File: config.mk
export PLATFORM = sky130hd
export DESIGN_NAME = i2c_target
export DESIGN_NICKNAME = d
export VERILOG_FILES = /design/src/rtl/i2c_target_pkg.sv /design/src/rtl/i2c_line_filter.sv /design/src/rtl/i2c_target.sv
export SDC_FILE = /design/constraint.sdc
export NUM_CORES = 1
export LEC_CHECK = 0
export BUFFER_PORTS_ARGS = -buffer_cell sky130_fd_sc_hd__buf_2
export CORE_MARGIN = 10
export CORE_UTILIZATION = 56
export DETAILED_ROUTE_END_ITERATION = 6
export PLACE_DENSITY = 0.79
export SETUP_SLACK_MARGIN = 0.3
export SYNTH_ARGS = -nofsm -noshare
export SYNTH_HDL_FRONTEND = slang
export SYNTH_HIERARCHICAL = 1
export SYNTH_SLANG_ARGS = --single-unit
File: constraint.sdc
create_clock -name clock -period 2.54 [get_ports clock]
set_input_delay 0.508 -clock clock [delete_from_list [all_inputs] [get_ports clock]]
set_output_delay 0.508 -clock clock [all_outputs]
set_load 0.02 [all_outputs]
File: src/rtl/i2c_target_pkg.sv
// Shared types and constants for the I2C target endpoint.
package i2c_target_pkg;

  localparam int BYTE_W = 8;

  // SDA bus levels for the acknowledge bit
  localparam logic ACK  = 1'b0;
  localparam logic NACK = 1'b1;

  typedef enum logic [2:0] {
    IDLE,
    ADDRESS,
    ADDR_ACK,
    WRITE_DATA,
    WRITE_ACK,
    READ_DATA,
    READ_ACK,
    IGNORE
  } state_t;

endpackage

File: src/rtl/i2c_line_filter.sv
// Two-flop synchronizer plus stability counter for one I2C line.
// The filtered value only moves after FILTER_CYCLES consecutive differing samples.
module i2c_line_filter #(
  parameter int FILTER_CYCLES = 4
) (
  input  logic clock,
  input  logic reset_n,
  input  logic raw,
  output logic filtered
);

  logic       sync_q1;
  logic       sync_q2;
  logic [7:0] count;

  always_ff @(posedge clock or negedge reset_n) begin
    if (!reset_n) begin
      sync_q1  <= 1'b1;
      sync_q2  <= 1'b1;
      count    <= 8'(FILTER_CYCLES - 1);
      filtered <= 1'b1;
    end else begin
      sync_q1 <= raw;
      sync_q2 <= sync_q1;
      if (sync_q2 == filtered) begin
        count <= 8'(FILTER_CYCLES - 1);
      end else if (count == 8'd0) begin
        filtered <= sync_q2;
        count    <= 8'(FILTER_CYCLES - 1);
      end else begin
        count <= count - 8'd1;
      end
    end
  end

endmodule

File: src/rtl/i2c_target.sv
// I2C target endpoint: fixed 7-bit address, byte-stream user interface, no clock stretching.
// state      | meaning
// IDLE       | bus free or after STOP
// ADDRESS    | shifting in address + R/W
// ADDR_ACK   | driving ACK for our address
// WRITE_DATA | shifting in a write byte
// WRITE_ACK  | driving ACK/NACK for a write byte
// READ_DATA  | shifting out a read byte
// READ_ACK   | waiting for master ACK/NACK
// IGNORE     | not ours or read ended; wait for START/STOP
module i2c_target
  import i2c_target_pkg::*;
#(
  parameter logic [6:0] DEVICE_ADDRESS = 7'h42,
  parameter int         FILTER_CYCLES  = 4
) (
  input  logic              clock,
  input  logic              reset_n,
  input  logic              scl_in,
  input  logic              sda_in,
  output logic              sda_out_en,
  output logic [BYTE_W-1:0] rx_data,
  output logic              rx_valid,
  input  logic              rx_ready,
  input  logic [BYTE_W-1:0] tx_data,
  output logic              tx_request,
  output logic              addressed,
  output logic              read_mode,
  output logic              stop_detected
);

  logic scl_f, sda_f, scl_prev, sda_prev;
  logic scl_rise, scl_fall, start_cond, stop_cond;

  state_t            state, state_next;
  logic [2:0]        bit_cnt, bit_cnt_next;
  logic [BYTE_W-1:0] shift_q, shift_next;
  logic              byte_done, byte_done_next;
  logic              sda_out_en_next, addressed_next, read_mode_next;
  logic [BYTE_W-1:0] rx_data_next;
  logic              rx_valid_next, tx_request_next, stop_detected_next;

  i2c_line_filter #(.FILTER_CYCLES(FILTER_CYCLES)) u_scl_filter (
    .clock(clock), .reset_n(reset_n), .raw(scl_in), .filtered(scl_f)
  );

  i2c_line_filter #(.FILTER_CYCLES(FILTER_CYCLES)) u_sda_filter (
    .clock(clock), .reset_n(reset_n), .raw(sda_in), .filtered(sda_f)
  );

  assign scl_rise   = scl_f & ~scl_prev;
  assign scl_fall   = ~scl_f & scl_prev;
  assign start_cond = scl_f & scl_prev & sda_prev & ~sda_f;
  assign stop_cond  = scl_f & scl_prev & ~sda_prev & sda_f;

  always_ff @(posedge clock or negedge reset_n) begin
    if (!reset_n) begin
      scl_prev      <= 1'b1;
      sda_prev      <= 1'b1;
      state         <= IDLE;
      bit_cnt       <= '0;
      shift_q       <= '0;
      byte_done     <= 1'b0;
      sda_out_en    <= 1'b0;
      addressed     <= 1'b0;
      read_mode     <= 1'b0;
      rx_data       <= '0;
      rx_valid      <= 1'b0;
      tx_request    <= 1'b0;
      stop_detected <= 1'b0;
    end else begin
      scl_prev      <= scl_f;
      sda_prev      <= sda_f;
      state         <= state_next;
      bit_cnt       <= bit_cnt_next;
      shift_q       <= shift_next;
      byte_done     <= byte_done_next;
      sda_out_en    <= sda_out_en_next;
      addressed     <= addressed_next;
      read_mode     <= read_mode_next;
      rx_data       <= rx_data_next;
      rx_valid      <= rx_valid_next;
      tx_request    <= tx_request_next;
      stop_detected <= stop_detected_next;
    end
  end

  always_comb begin
    state_next         = state;
    bit_cnt_next       = bit_cnt;
    shift_next         = shift_q;
    byte_done_next     = byte_done;
    sda_out_en_next    = sda_out_en;
    addressed_next     = addressed;
    read_mode_next     = read_mode;
    rx_data_next       = rx_data;
    rx_valid_next      = 1'b0;
    tx_request_next    = 1'b0;
    stop_detected_next = 1'b0;

    if (stop_cond) begin
      state_next         = IDLE;
      byte_done_next     = 1'b0;
      sda_out_en_next    = ~NACK;
      addressed_next     = 1'b0;
      read_mode_next     = 1'b0;
      stop_detected_next = 1'b1;
    end else if (start_cond) begin
      state_next      = ADDRESS;
      bit_cnt_next    = '0;
      byte_done_next  = 1'b0;
      sda_out_en_next = ~NACK;
      addressed_next  = 1'b0;
    end else begin
      unique case (state)
        ADDRESS, WRITE_DATA: begin
          if (scl_rise) begin
            shift_next   = {shift_q[BYTE_W-2:0], sda_f};
            bit_cnt_next = bit_cnt + 3'd1;
            if (bit_cnt == 3'd7) byte_done_next = 1'b1;
          end else if (scl_fall && byte_done) begin
            byte_done_next = 1'b0;
            if (state == ADDRESS) begin
              if (shift_q[BYTE_W-1:1] == DEVICE_ADDRESS) begin
                sda_out_en_next = ~ACK;
                read_mode_next  = shift_q[0];
                state_next      = ADDR_ACK;
              end else begin
                state_next = IGNORE;
              end
            end else begin
              if (rx_ready) begin
                rx_data_next    = shift_q;
                rx_valid_next   = 1'b1;
                sda_out_en_next = ~ACK;
              end else begin
                sda_out_en_next = ~NACK;
              end
              state_next = WRITE_ACK;
            end
          end
        end
        ADDR_ACK: begin
          if (scl_rise) begin
            addressed_next  = 1'b1;
            tx_request_next = read_mode;
          end else if (scl_fall) begin
            bit_cnt_next = '0;
            if (read_mode) begin
              shift_next      = tx_data;
              sda_out_en_next = ~tx_data[BYTE_W-1];
              state_next      = READ_DATA;
            end else begin
              sda_out_en_next = ~NACK;
              state_next      = WRITE_DATA;
            end
          end
        end
        WRITE_ACK: begin
          if (scl_fall) begin
            sda_out_en_next = ~NACK;
            bit_cnt_next    = '0;
            state_next      = WRITE_DATA;
          end
        end
        READ_DATA: begin
          if (scl_rise) begin
            bit_cnt_next = bit_cnt + 3'd1;
            if (bit_cnt == 3'd7) byte_done_next = 1'b1;
          end else if (scl_fall) begin
            if (byte_done) begin
              byte_done_next  = 1'b0;
              sda_out_en_next = ~NACK;
              state_next      = READ_ACK;
            end else begin
              shift_next      = {shift_q[BYTE_W-2:0], 1'b0};
              sda_out_en_next = ~shift_q[BYTE_W-2];
            end
          end
        end
        READ_ACK: begin
          // byte_done here marks "master acked, reload on next fall"
          if (scl_rise) begin
            if (sda_f == ACK) begin
              byte_done_next  = 1'b1;
              tx_request_next = 1'b1;
            end else begin
              state_next = IGNORE;
            end
          end else if (scl_fall && byte_done) begin
            byte_done_next  = 1'b0;
            bit_cnt_next    = '0;
            shift_next      = tx_data;
            sda_out_en_next = ~tx_data[BYTE_W-1];
            state_next      = READ_DATA;
          end
        end
        IDLE, IGNORE: ;
        default: ;
      endcase
    end
  end

endmodule
======== Word level (Yosys, flattened, before mapping) ========
Index checks and enable logic that the tools add are counted.
cells by class
  add/sub/neg operators ................... 3
  eq/ne operators ......................... 40
  multiplexer cells ....................... 88
  bitwise logic cells ..................... 19
  reduce and logical (&&, ||, !) cells .... 25
operator list
  operator                                                            count
  8-bit 2-to-1 mux                                                    13
  3-bit 2-to-1 mux                                                    22
  1-bit 2-to-1 mux                                                    47
  4-bit inequality test, second input constant                        10
  8-bit case mux with 4 select lines                                  1
  11-bit AND reduction                                                2
  5-bit inequality test, second input constant                        4
  2-bit inequality test, second input constant                        9
  8-bit logical NOT                                                   2
  8-bit by 1-bit subtractor with 8-bit output, second input constant  2
  3-bit case mux with 5 select lines                                  1
  3-bit == test, second input constant                                4
  1-bit inverter                                                      12
  3-bit case mux with 4 select lines                                  1
  12-bit AND reduction                                                1
  6-bit AND reduction                                                 2
  5-bit nonzero test                                                  2
  3-bit inequality test, second input constant                        3
  2-bit nonzero test                                                  4
  1-bit bitwise AND                                                   7
  7-bit == test, second input constant                                1
  7-bit AND reduction                                                 1
  7-bit nonzero test                                                  1
  3-bit by 2-bit == test with 1-bit output, second input constant     2
  16 further kinds                                                    21
storage, ports and cells
  register bits ........................... 53
  input port bits ......................... 13
  output and inout port bits .............. 14

======== Depth between registers and ports, before layout ========
  word-level depth ........................ 8
  depth in mapped cells ................... 9
  gate-level depth less buffers ........... 7

======== Modules after synthesis ========
The synthesis kept the hierarchy.
by module, submodules not included
  module           times used  cells an instance  area an instance (um2)  sequential area each (um2)
  i2c_target       1           184                1819.2                  778.2
  i2c_line_filter  2           45                 518.0                   281.5

======== Least setup slack after synthesis ========
Ideal clock, no wire load.
  path kind ............................... reg-to-reg
  start ................................... reg u_scl_filter.filtered
  end ..................................... reg shift_q[0]
  arrival time ............................ 1941 ps
  data required time ...................... 2415 ps
  setup slack ............................. 474 ps
  stages on the path, launching flop included .. 7
  clock period less this slack ............ 2066 ps
  cells stage by stage .................... dfstp_2 -> ha_1 -> buf_2 -> nor2b_1 -> o21ai_0 -> a211oi_4 -> mux2_2
on the way
  longest elaborated chain between the ends .. 5
  elaborated cells between the ends (all ways) .. 19
  those cells by class .................... eq/ne: 7; bitwise: 10; reduce/logical: 2
RTL lines
  item                                                               RTL line                                              source
  from (decl)                                                        i2c_line_filter.sv:9                                  output logic filtered
  from (signal assigned)                                             i2c_line_filter.sv:28                                 filtered <= sync_q2;
  1-bit inverter or 1-bit bitwise AND (tied branches)                i2c_target.sv:52, i2c_target.sv:53, i2c_target.sv:54
  1-bit bitwise AND (on tied branches)                               i2c_target.sv:52, i2c_target.sv:53, i2c_target.sv:54
  1-bit logical AND, or another cell as far along                    i2c_target.sv:190                                     end else if (scl_fall && byte_done) begin
  2-bit inequality test (no line) or 1-bit inverter (tied branches)  --
  12-bit AND reduction (no line) (*)                                 --
  to (signal assigned)                                               i2c_target.sv:76                                      shift_q <= shift_next;
  to (decl)                                                          i2c_target.sv:37                                      logic [BYTE_W-1:0] shift_q, shift_next;
Mark *: on every way between the ends. The rest lies on a longest branch, timed or not.
A chain may end at the register's enable or synchronous reset.

======== Worst setup path in the final report ========
  start ................................... reg scl_prev
  end ..................................... reg shift_q[3]
on the way
  longest elaborated chain between the ends .. 5
  elaborated cells between the ends (all ways) .. 19
  those cells by class .................... eq/ne: 7; bitwise: 10; reduce/logical: 2
RTL lines
  item                                                RTL line                            source
  from (decl)                                         i2c_target.sv:32                    logic scl_f, sda_f, scl_prev, sda_prev;
  from (signal assigned)                              i2c_target.sv:72                    scl_prev <= scl_f;
  1-bit bitwise AND                                   i2c_target.sv:53, i2c_target.sv:54
  1-bit bitwise AND (on tied branches) (2 in series)  i2c_target.sv:54, i2c_target.sv:53
  1-bit inverter (no line)                            --
  12-bit AND reduction (no line) (*)                  --
Marks and branches as above.

==> results.md <==
* Status: finished, final reports clean
* Layout Utilization at about two thirds
* Core area at 4820 um2
* TritonCTS Buffers at 5
* Crit-path cells: inv_1, ha_4, nand3b_1, or3_4, a211oi_4, buf_4, nor2_1, a21oi_1
* Tot GR Track Use at roughly 15%
* Crit path max-delay family: simple AND/OR/NAND/NOR gates
* CTS HTree Levels at 2
* Startpoint types: flip-flop
* DP HPWL at roughly 4300 um
* Worst r2r path cells at 8
* Final period utilization at approximately 82%
* Max stage delay cell, worst path: dfstp_2
* WL final at 5950 um
* CP bufs+invs at 2
* Global route overflow at 0
* YS warnings at 6
* Root Buffer: clkbuf_8
* Placer Congestion at ~0.96
* Cell count along the critical path at 8
* Placed insts at about 360
* Clk_lat worst skew at between 0.3 and 0.4 ns
* Initial Util at between 50 and 60%
* Port-buffer cells at 26
* # fillers at a little over 400
* Total iterations of the first detailed-routing run at 4
* Final routed DRC violation total at 0
* Proportion of layout cells with a drive suffix above 1 at around 25%
* Reg power frac at 41.4%
* Seq/Total Area, Yosys at between 40% and 50%
* Crit path DAT at 2.33 ns
* Metal3 WL at 414 um
* RSZ-0062 raised after global routing: no
* Slew Viols, Final at 0
* Yosys top cell by area: dfrtp_1
* Die area at approximately 8400 um2
* Syn Area/Cell at between 10 and 15 um2
* Fmax at 0.479 GHz
* Critical path peak fanout at 14
* Hold Path Class: input port to asynchronous set/reset pin
* Largest net degree at the start of global routing at 31
* Critical path startpoint: scl_prev
* P_int at a little under 2 mW
* WL met2 at around 2700 um
* First-pass GRT wire length at approximately 10000 um
* Worst clock skew at about 0.012 ns
* Clock power frac at between 10% and 20%
* Post-synthesis cell count at 274
* Clk sinks at 53
* Critical R2R Launch: scl_prev
* Final Instance Count excl. Fillers at about 370
* Highest Signal Layer: met4
* Final hold vios at 0
* Psw at 1.25 mW
* Worst setup margin at 0.454 ns
* Die Ht at between 90 and 100 um
* Area growth from synthesis to layout at 11.1%
* Synth Net Count at between 200 and 300
* Most common flop cell mapped by yosys: dfrtp_1
* Post-synth cell types at 52
* Post-CTS Setup Inserts at 0
* Critical path class: flip-flop to flip-flop
* DR WL/cell at roughly 16 um
* Post-synth top area share at between 30% and 40%
* Top post-synthesis cells by area: dfrtp_1, dfstp_2, a21oi_1
* Leakage power at roughly 1.4 nW
* Post-Route Hold Slack at 0.210 ns
* Slew @ Worst Pin at between 0.6 and 0.7 ns
* Metal-1 WL at ~2700 um
* Synth cell count leaders: dfrtp_1, nor2_1, a21oi_1, nand2_1
* Vias after detailed routing at around 2200
* Antenna Nets Post-Route at 0
* Finish-stage setup viols at 0
* Buffer depth of the longest clock path at 2
* CTS tree: yes
* Site row count at 25
* DR vias/cell at around 5.9
* Synthesized area at 2860 um2
* Post-route minimum period at between 2 and 2.5 ns
* Final nets at 323
* Final setup TNS at 0 ns
* Max stage delay on crit path at approximately 0.56 ns
* Yosys reg bits at between 50 and 60
* # diodes at 0
* Iteration-0 DRC Markers at between 200 and 300
* Maxcap violations at 0
* Ys async rst share at 100%
* Switching Fraction at between 30% and 40%
* I/O pin count at 27
* Slew margin rel. at about 57%
* Crit end category: flip-flop
* Max VDD drop at 0.492 mV
* Pre-CTS setup slack at around 0.33 ns
* WP data required at between 2 and 3 ns
* Pwr/cell area at 1010 nW/um2
* Number of synthesized flops with an enable pin at 0
* Cell with the most instances after synthesis: dfrtp_1
* Vias in the first global route at 2179
* Initial antenna violation count at 0
* Hold-fix buffers at CTS at 0
* Die Wd at between 90 and 100 um
* Combinational share of power at roughly 40%
* Worst-path clk slew at around 0.1 ns
cells in the final DEF (no fill, tap or decap), types with 3 or more instances in the layout:
cell / Yosys / layout
nand3_1: 3 / 3
inv_1: 9 / 9
or4_1: 4 / 4
a32o_1: 3 / 3
nand2_1: 15 / 15
dfrtp_1: 41 / 40
ha_1: 9 / 7
mux2_1: 3 / 3
nor2_1: 25 / 25
nor2b_1: 8 / 8
dfstp_2: 12 / 12
mux2_2: 9 / 9
o21ai_0: 12 / 12
mux2i_1: 10 / 10
clkbuf_8: 0 / 5
buf_2: 6 / 26
nand2b_1: 4 / 4
nor3_1: 6 / 6
nor4b_1: 3 / 3
buf_4: 2 / 7
or3_1: 7 / 7
nand3b_1: 10 / 10
o311ai_0: 3 / 3
a21oi_1: 23 / 23
xor2_1: 4 / 4
registers in the layout (all words and copies together) (netlist names), 3 cells and up:
register,flops
bit_cnt,3
shift_q,8
rx_data,8
u_sda_filter/count,8
state,3
u_scl_filter/count,8
power groups by stage:
stage / Clock (mW) / Sequential [mW] / Combinational, mW
5_1_grt: 0.635 / 1.37 / 1.43
3_5_place_dp: 0 / 1.34 / 1.26
2_1_floorplan: 0 / 1.24 / 1.05
3_3_place_gp: 0 / 1.33 / 1.22
6_report: 0.588 / 1.33 / 1.29
4_1_cts: 0.602 / 1.32 / 1.26
final timing paths:
kind                                    endpoint  slack [ns]
setup / recovery                      shift_q[3]        0.45
hold reg to reg             u_sda_filter/sync_q2        0.35
hold / removal                        rx_data[5]        0.21
min in group clock          u_sda_filter/sync_q1        0.29
setup reg to reg                      shift_q[3]        0.45
max in group asynchronous  u_sda_filter/count[0]        1.59
timing repair:
item,4_1_cts,5_1_grt
hold endpoints to repair,0,0
gates resized for setup,0,4
setup endpoints to repair,0,17
layout make-up:
type	count	area (um2)	area share (%)
clock buffers	5	68.8	2.17
repair buffers	33	183	5.76
inverters	9	33.8	1.07
well taps	67	83.8	2.64
multi-input cells	199	1420	44.7
clock inverters	3	43.8	1.38
flip-flops and latches	53	1340	42.3
per-layer routing:
metal  GRT usage (%)  up-vias
li1                -     1047
met1            19.0     1049
met2            22.6       77
met3            4.36        8
met4            4.83        0
met5               0        -
cell families after synthesis:
group / share of synthesized area (%)
XOR/XNOR: 1.84
multiplexers: 8.24
AND/OR/NAND/NOR: 20.1
flip-flops: 47.0
AO/OA/AOI/OAI: 15.0
buffers and inverters: 3.94
adder cells (fa/ha/maj): 3.94
stage by stage:
step	power (mW)	area (um2)
3_5_place_dp	2.59	3040
6_report	3.21	3170
3_3_place_gp	2.55	3040
4_1_cts	3.19	3160
5_1_grt	3.44	3170
2_1_floorplan	2.29	2860
Power figures use the tool's default switching activity.
